`config.mk`:
```
export PLATFORM = sky130hd
export DESIGN_NAME = grid_scanout
export DESIGN_NICKNAME = d
export VERILOG_FILES = /design/src/rtl/grid_scanout.sv
export SDC_FILE = /design/constraint.sdc
export NUM_CORES = 2
export LEC_CHECK = 0
export BUFFER_PORTS_ARGS = -buffer_cell sky130_fd_sc_hd__buf_2
export CAP_MARGIN = 20
export CORE_AREA = 2 2 485 487
export DETAILED_ROUTE_END_ITERATION = 10
export DIE_AREA = 0 0 487 489
export PLACE_DENSITY = 0.51
export SLEW_MARGIN = 20
export SYNTH_ARGS = -nofsm -noshare
export SYNTH_HDL_FRONTEND = slang
export SYNTH_SLANG_ARGS = --single-unit
```
`constraint.sdc`:
```
create_clock -name clk -period 2.84 [get_ports clk]
set_input_delay 0.142 -clock clk [delete_from_list [all_inputs] [get_ports clk]]
set_output_delay 0.142 -clock clk [all_outputs]
set_load 0.05 [all_outputs]
```
`src/rtl/grid_scanout.sv`:
```
// grid_scanout: raster timing plus 2-stage scanout of a 1-bit cell grid.
// The grid is latched into a shadow copy at vblank start so frames never tear.
module grid_scanout #(
  parameter int          GRID_ROWS = 30,
  parameter int          GRID_COLS = 40,
  parameter int          CELL_SIZE = 8,
  parameter int          H_FP      = 16,
  parameter int          H_SYNC    = 32,
  parameter int          H_BP      = 32,
  parameter int          V_FP      = 4,
  parameter int          V_SYNC    = 4,
  parameter int          V_BP      = 12,
  parameter logic [23:0] FG_COLOR  = 24'hFFFFFF,
  parameter logic [23:0] BG_COLOR  = 24'h000000
) (
  input  logic                           clk,
  input  logic                           reset_n,
  input  logic                           pix_en,
  input  logic [GRID_ROWS*GRID_COLS-1:0] grid_ram,
  output logic [23:0]                    vid_rgb,
  output logic                           vid_de,
  output logic                           vid_hs,
  output logic                           vid_vs,
  output logic                           vblank_start
);

  localparam int N      = GRID_ROWS * GRID_COLS;
  localparam int H_ACT  = GRID_COLS * CELL_SIZE;
  localparam int V_ACT  = GRID_ROWS * CELL_SIZE;
  localparam int H_TOT  = H_ACT + H_FP + H_SYNC + H_BP;
  localparam int V_TOT  = V_ACT + V_FP + V_SYNC + V_BP;
  localparam int HW     = $clog2(H_TOT);
  localparam int VW     = $clog2(V_TOT);
  localparam int IW     = (N > 1) ? $clog2(N) : 1;
  localparam int CS_LOG = $clog2(CELL_SIZE);

  localparam logic [HW-1:0] H_LAST = HW'(H_TOT - 1);
  localparam logic [VW-1:0] V_LAST = VW'(V_TOT - 1);
  localparam logic [VW-1:0] V_SNAP = VW'(V_ACT);

  typedef struct packed {
    logic [IW-1:0] idx;
    logic          de;
    logic          hs;
    logic          vs;
  } s1_t;

  logic [HW-1:0] r_h;
  logic [VW-1:0] r_v;
  logic [N-1:0]  r_shadow;
  s1_t           r_s1;
  logic [23:0]   r_rgb;
  logic          r_de;
  logic          r_hs;
  logic          r_vs;
  logic          r_vb;

  int            w_h;
  int            w_v;
  s1_t           w_s1;
  logic          w_snap;

  always_comb begin
    w_h       = int'(r_h);
    w_v       = int'(r_v);
    w_s1      = '0;
    w_s1.de   = (w_h < H_ACT) && (w_v < V_ACT);
    w_s1.hs   = (w_h >= H_ACT + H_FP) && (w_h < H_ACT + H_FP + H_SYNC);
    w_s1.vs   = (w_v >= V_ACT + V_FP) && (w_v < V_ACT + V_FP + V_SYNC);
    // Index is only meaningful inside the active area; keep it 0 elsewhere.
    if (w_s1.de)
      w_s1.idx = IW'((w_v >> CS_LOG) * GRID_COLS + (w_h >> CS_LOG));
    w_snap    = (r_h == '0) && (r_v == V_SNAP);
  end

  always_ff @(posedge clk or negedge reset_n) begin
    if (!reset_n) begin
      r_h <= '0;
      r_v <= '0;
    end else if (pix_en) begin
      if (r_h == H_LAST) begin
        r_h <= '0;
        r_v <= (r_v == V_LAST) ? '0 : r_v + 1'b1;
      end else begin
        r_h <= r_h + 1'b1;
      end
    end
  end

  always_ff @(posedge clk or negedge reset_n) begin
    if (!reset_n) begin
      r_shadow <= '0;
      r_vb     <= 1'b0;
    end else begin
      r_vb <= 1'b0;
      if (pix_en && w_snap) begin
        r_shadow <= grid_ram;
        r_vb     <= 1'b1;
      end
    end
  end

  always_ff @(posedge clk or negedge reset_n) begin
    if (!reset_n) begin
      r_s1  <= '0;
      r_rgb <= '0;
      r_de  <= 1'b0;
      r_hs  <= 1'b0;
      r_vs  <= 1'b0;
    end else if (pix_en) begin
      r_s1  <= w_s1;
      r_rgb <= !r_s1.de ? 24'h0 :
               (r_shadow[r_s1.idx] ? FG_COLOR : BG_COLOR);
      r_de  <= r_s1.de;
      r_hs  <= r_s1.hs;
      r_vs  <= r_s1.vs;
    end
  end

  assign vid_rgb      = r_rgb;
  assign vid_de       = r_de;
  assign vid_hs       = r_hs;
  assign vid_vs       = r_vs;
  assign vblank_start = r_vb;

endmodule

```
==> results.yml <==
status:
  status: "complete, but fails checks"
  violations: "negative setup slack"
worst_hold_path:
  min_path_cells: 4
  hold_start: "grid_ram[1046]"
  hold_end: "r_shadow[1046]"
  min_path_type: "in -> reg"
setup_path:
  cp_num_buf_inv: 8
  reg2reg_slack_ns: -0.86
  crit_type: "reg -> reg"
  start_kind: "flip-flop"
  path_max_fanout: 6
  crit_chain: "buf_12, buf_8, buf_16, buf_16, buf_12, buf_16, buf_6, mux4_2, mux4_2, a2111oi_4, nor4_4, o41ai_4, buf_4, o221ai_2"
  arrival_ns: 4.38
  crit_family: "buffers and inverters"
  critPathSlowestCell: "mux4_2"
  reg2reg_to: "vid_rgb[22]"
  worstRegToRegCells: 14
  reg2reg_from: "r_s1[3]"
  cp.required_ns: 3.52
  path_common_cell: "buf_16"
  cpPeakStageDelay_ns: 0.55
  worstSetupEndpointType: "flip-flop"
place:
  place.gp.congestion: 0.9401
  dp.cells: 10300
  dp_slack_ns: -1.898
  place_hpwl_um: 201900
  post_dp_cell_area_um2: 68400
  port_buffers: 1230
global_routing:
  grt_pass1_vias: 57540
  grt_use_total_pct: 22.66
  antenna_found_initial: 60
  grt_pass1_wl_um: 391600
  grt_max_degree: 120
  grt_overflow_total: 0
clock_tree:
  clk_path_buf_depth: 3
  numCtsBuffers: 147
  cts.sinks: 1237
  root_buffer: "clkbuf_16"
  htree_levels: 4
  path_clk_slew_ns: 0.07
  cts_tree: "built"
  clock_latency_ns: 0.81
synth:
  synth-simple-area-share_pct: 25.30
  ys_seq_elements: 1237
  ys_seq_area_share_pct: 54.71
  ys.warnings.count: 0
  avgSynthCellArea_um2: 9.315
  ys_async_sr_fraction_pct: 100.0
  synth_top_family_by_area: "simple AND/OR/NAND/NOR gates"
  syn_area_um2: 56580
  synth_cell_types: 65
  synth_xor_area_share_pct: 0.2941
  synthAdderAreaFrac_pct: 0.4025
  muxShareOfSynthArea_pct: 12.82
  ys_dominant_reg_cell: "dfrtp_1"
  synthesis.nets: 7294
  synth_compound_area_share_pct: 2.928
  syn_inst: 6074
  synth_edf_count: 0
timing:
  fmax_ghz: 0.2706
  fin_ws_ns: -0.8553
  rsz0062_at_grt: "true"
  relSlewSlack_pct: 34.88
  finalClockSkew_ns: 0.02932
  finalCritPeriodShare_pct: 130.1
  finalSetupViolCount: 1
  hold_viol_final: 0
  drv_slew: 0
  fin_crit_ns: 3.695
  worstMarginPinSlew_ns: 0.9744
routing:
  vias: 55520
  antenna_left: 0
  avgRoutedWirePerCell_um: 23.28
  drc: 0
  drt_wl_total_um: 277800
  vias_per_cell: 4.654
  drtPass1Iterations: 6
  first_iter_violations: 4161
finish:
  drive_above_1_share_pct: 25.01
  multi_input_area_um2: 24060
  fin_cells: 11930
  final_cell_area_um2: 87700
  final.fill_count: 22850
  seq_area_um2: 30970
  post-route-util_pct: 37.54
  synthToLayoutAreaGrowth_pct: 55.00
  final_nets: 9953
floorplanning:
  ios: 1231
  die_w_um: 487
  core_um2: 233600
  die_h_um: 489
  initial_core_util_pct: 24.22
  dieArea_um2: 238100
  core.rowCount: 178
pwr:
  vdd_drop_max_mv: 0.4112
  power_leakage_nw: 45.59
  cellPowerDensity_nw_per_um2: 540.1
job:
  drv_cap: 0
cell usage after synthesis (all sizes together) (2+ instances only):
cell	number	area, um^2
nor4	8	50.05
nor3b	2	15.01
ha	15	187.7
o221ai	2	17.52
a2111oi	9	85.08
a22oi	52	390.4
or3	2	12.51
o311a	2	20.02
xnor2	12	105.1
fa	2	40.04
buf	95	743.2
xor2	7	61.31
mux2i	90	900.9
nor3	16	80.08
a31oi	9	56.30
and2	3	18.77
dfrtp	1237	30950
nor2	23	86.33
o41ai	4	35.03
nor4bb	2	20.02
inv	24	90.09
a211oi	5	37.54
nor2b	6	37.54
nand4	4	25.02
nand3	20	100.1
mux4	279	6299
and4b	2	20.02
and3	6	37.54
mux2	5	56.30
a22o	4	35.03
a221oi	36	315.3
o22ai	17	106.4
nand2	3656	13720
a21oi	32	160.2
o31ai	2	15.01
o21ai	41	205.2
a221o	7	70.07
clkinv	2	7.510
clkbuf	309	1164
nand2b	5	31.28
a21o	6	45.04
per-layer routing:
| metal | track usage [%] | wire (um) | vias to the layer above |
|---|---|---|---|
| met4 | 11.76 | 15770 | 32 |
| met3 | 3.983 | 17820 | 702 |
| met1 | 29.63 | 117600 | 27310 |
| met2 | 35.92 | 126400 | 2536 |
| met5 | 0 | 197 | - |
| li1 | - | - | 24940 |
kinds of logic (layout without fill, tap and decap cells):
family / Yosys count / count (layout)
xor gates and xnor gates: 19 / 19
other: 0 / 28
buffers and inverters: 430 / 3199
AOI/OAI and AO/OA: 235 / 235
muxes: 374 / 374
DFF: 1237 / 1237
adders and majority gates: 17 / 17
and+or+nand+nor: 3762 / 3762
cell usage in the layout (no fill, tap or decap), drive strengths merged, types with 8 or more instances in the layout:
master | netlist | layout
dlygate4sd3 | 0 | 1286
bufinv | 0 | 13
a2111oi | 9 | 9
nor4 | 8 | 8
inv | 24 | 29
a21oi | 32 | 32
mux2i | 90 | 90
a22oi | 52 | 52
nor2 | 23 | 23
clkinvlp | 0 | 8
xnor2 | 12 | 12
a31oi | 9 | 9
clkinv | 2 | 31
nand2 | 3656 | 3656
ha | 15 | 15
nor3 | 16 | 16
nand3 | 20 | 20
diode | 0 | 28
clkbuf | 309 | 206
mux4 | 279 | 279
o22ai | 17 | 17
a221oi | 36 | 36
dfrtp | 1237 | 1237
buf | 95 | 1621
o21ai | 41 | 41
registers in the layout (all words and copies together) (netlist names):
name,count
vid_rgb,1
r_s1,14
r_h,9
vid_hs,1
r_shadow,1200
vid_vs,1
vblank_start,1
r_v,9
vid_de,1
where the power goes:
| group | switching (mW) | total (mW) | internal, mW |
|---|---|---|---|
| combinational | 4.74 | 9.71 | 4.97 |
| sequential | 0.0909 | 17.8 | 17.7 |
| clock | 8.10 | 19.9 | 11.8 |
how the worst max path moves through the flow:
stage	from	cells past startpoint	slack [ns]	end
5_1_grt	r_s1[3]	16	-0.95	vid_rgb[22]
4_1_cts	r_s1[3]	13	-0.88	vid_rgb[22]
3_5_place_dp	r_s1[3]	12	-1.90	vid_rgb[22]
6_report	r_s1[3]	14	-0.86	vid_rgb[22]
3_3_place_gp	r_s1[3]	12	-1.93	vid_rgb[22]
2_1_floorplan	r_s1[3]	11	0.08	vid_rgb[22]
through the flow:
step | hold slack (ns) | TNS, ns | power (mW)
2_1_floorplan | -0.1536 | 0 | 21.61
3_3_place_gp | 0.1361 | -1.931 | 24.94
3_5_place_dp | 0.1422 | -1.898 | 25.01
4_1_cts | 0.00007583 | -0.8755 | 47.68
5_1_grt | 0.03700 | -0.9502 | 49.12
6_report | 0.07783 | -0.8553 | 47.37
cell type report:
class                   instances  area share [%]
flip-flops and latches       1237           35.32
clock buffers                 204           4.903
clock inverters                55          0.8346
well taps                    3060           4.366
repair buffers               2914           26.95
multi-input cells            4407           27.43
diodes                         28         0.07989
inverters                      26          0.1156
worst min-delay path, delay by kind of cell:
kind                   cells  cell delay [ns]
AND/OR/NAND/NOR            2             0.09
buffers and inverters      2             0.61
repair_timing:
| action | CTS | global route |
|---|---|---|
| cloned | 8 | 2 |
| pin swaps | 20 | 15 |
| endpoints found under the hold margin | 2286 | 0 |
| endpoints found under the setup margin | 1 | 2 |
| buffers inserted | 40 | 16 |
| gates resized for setup | 77 | 33 |
| hold buffers | 1287 | 0 |
Power figures use the tool's default switching activity.
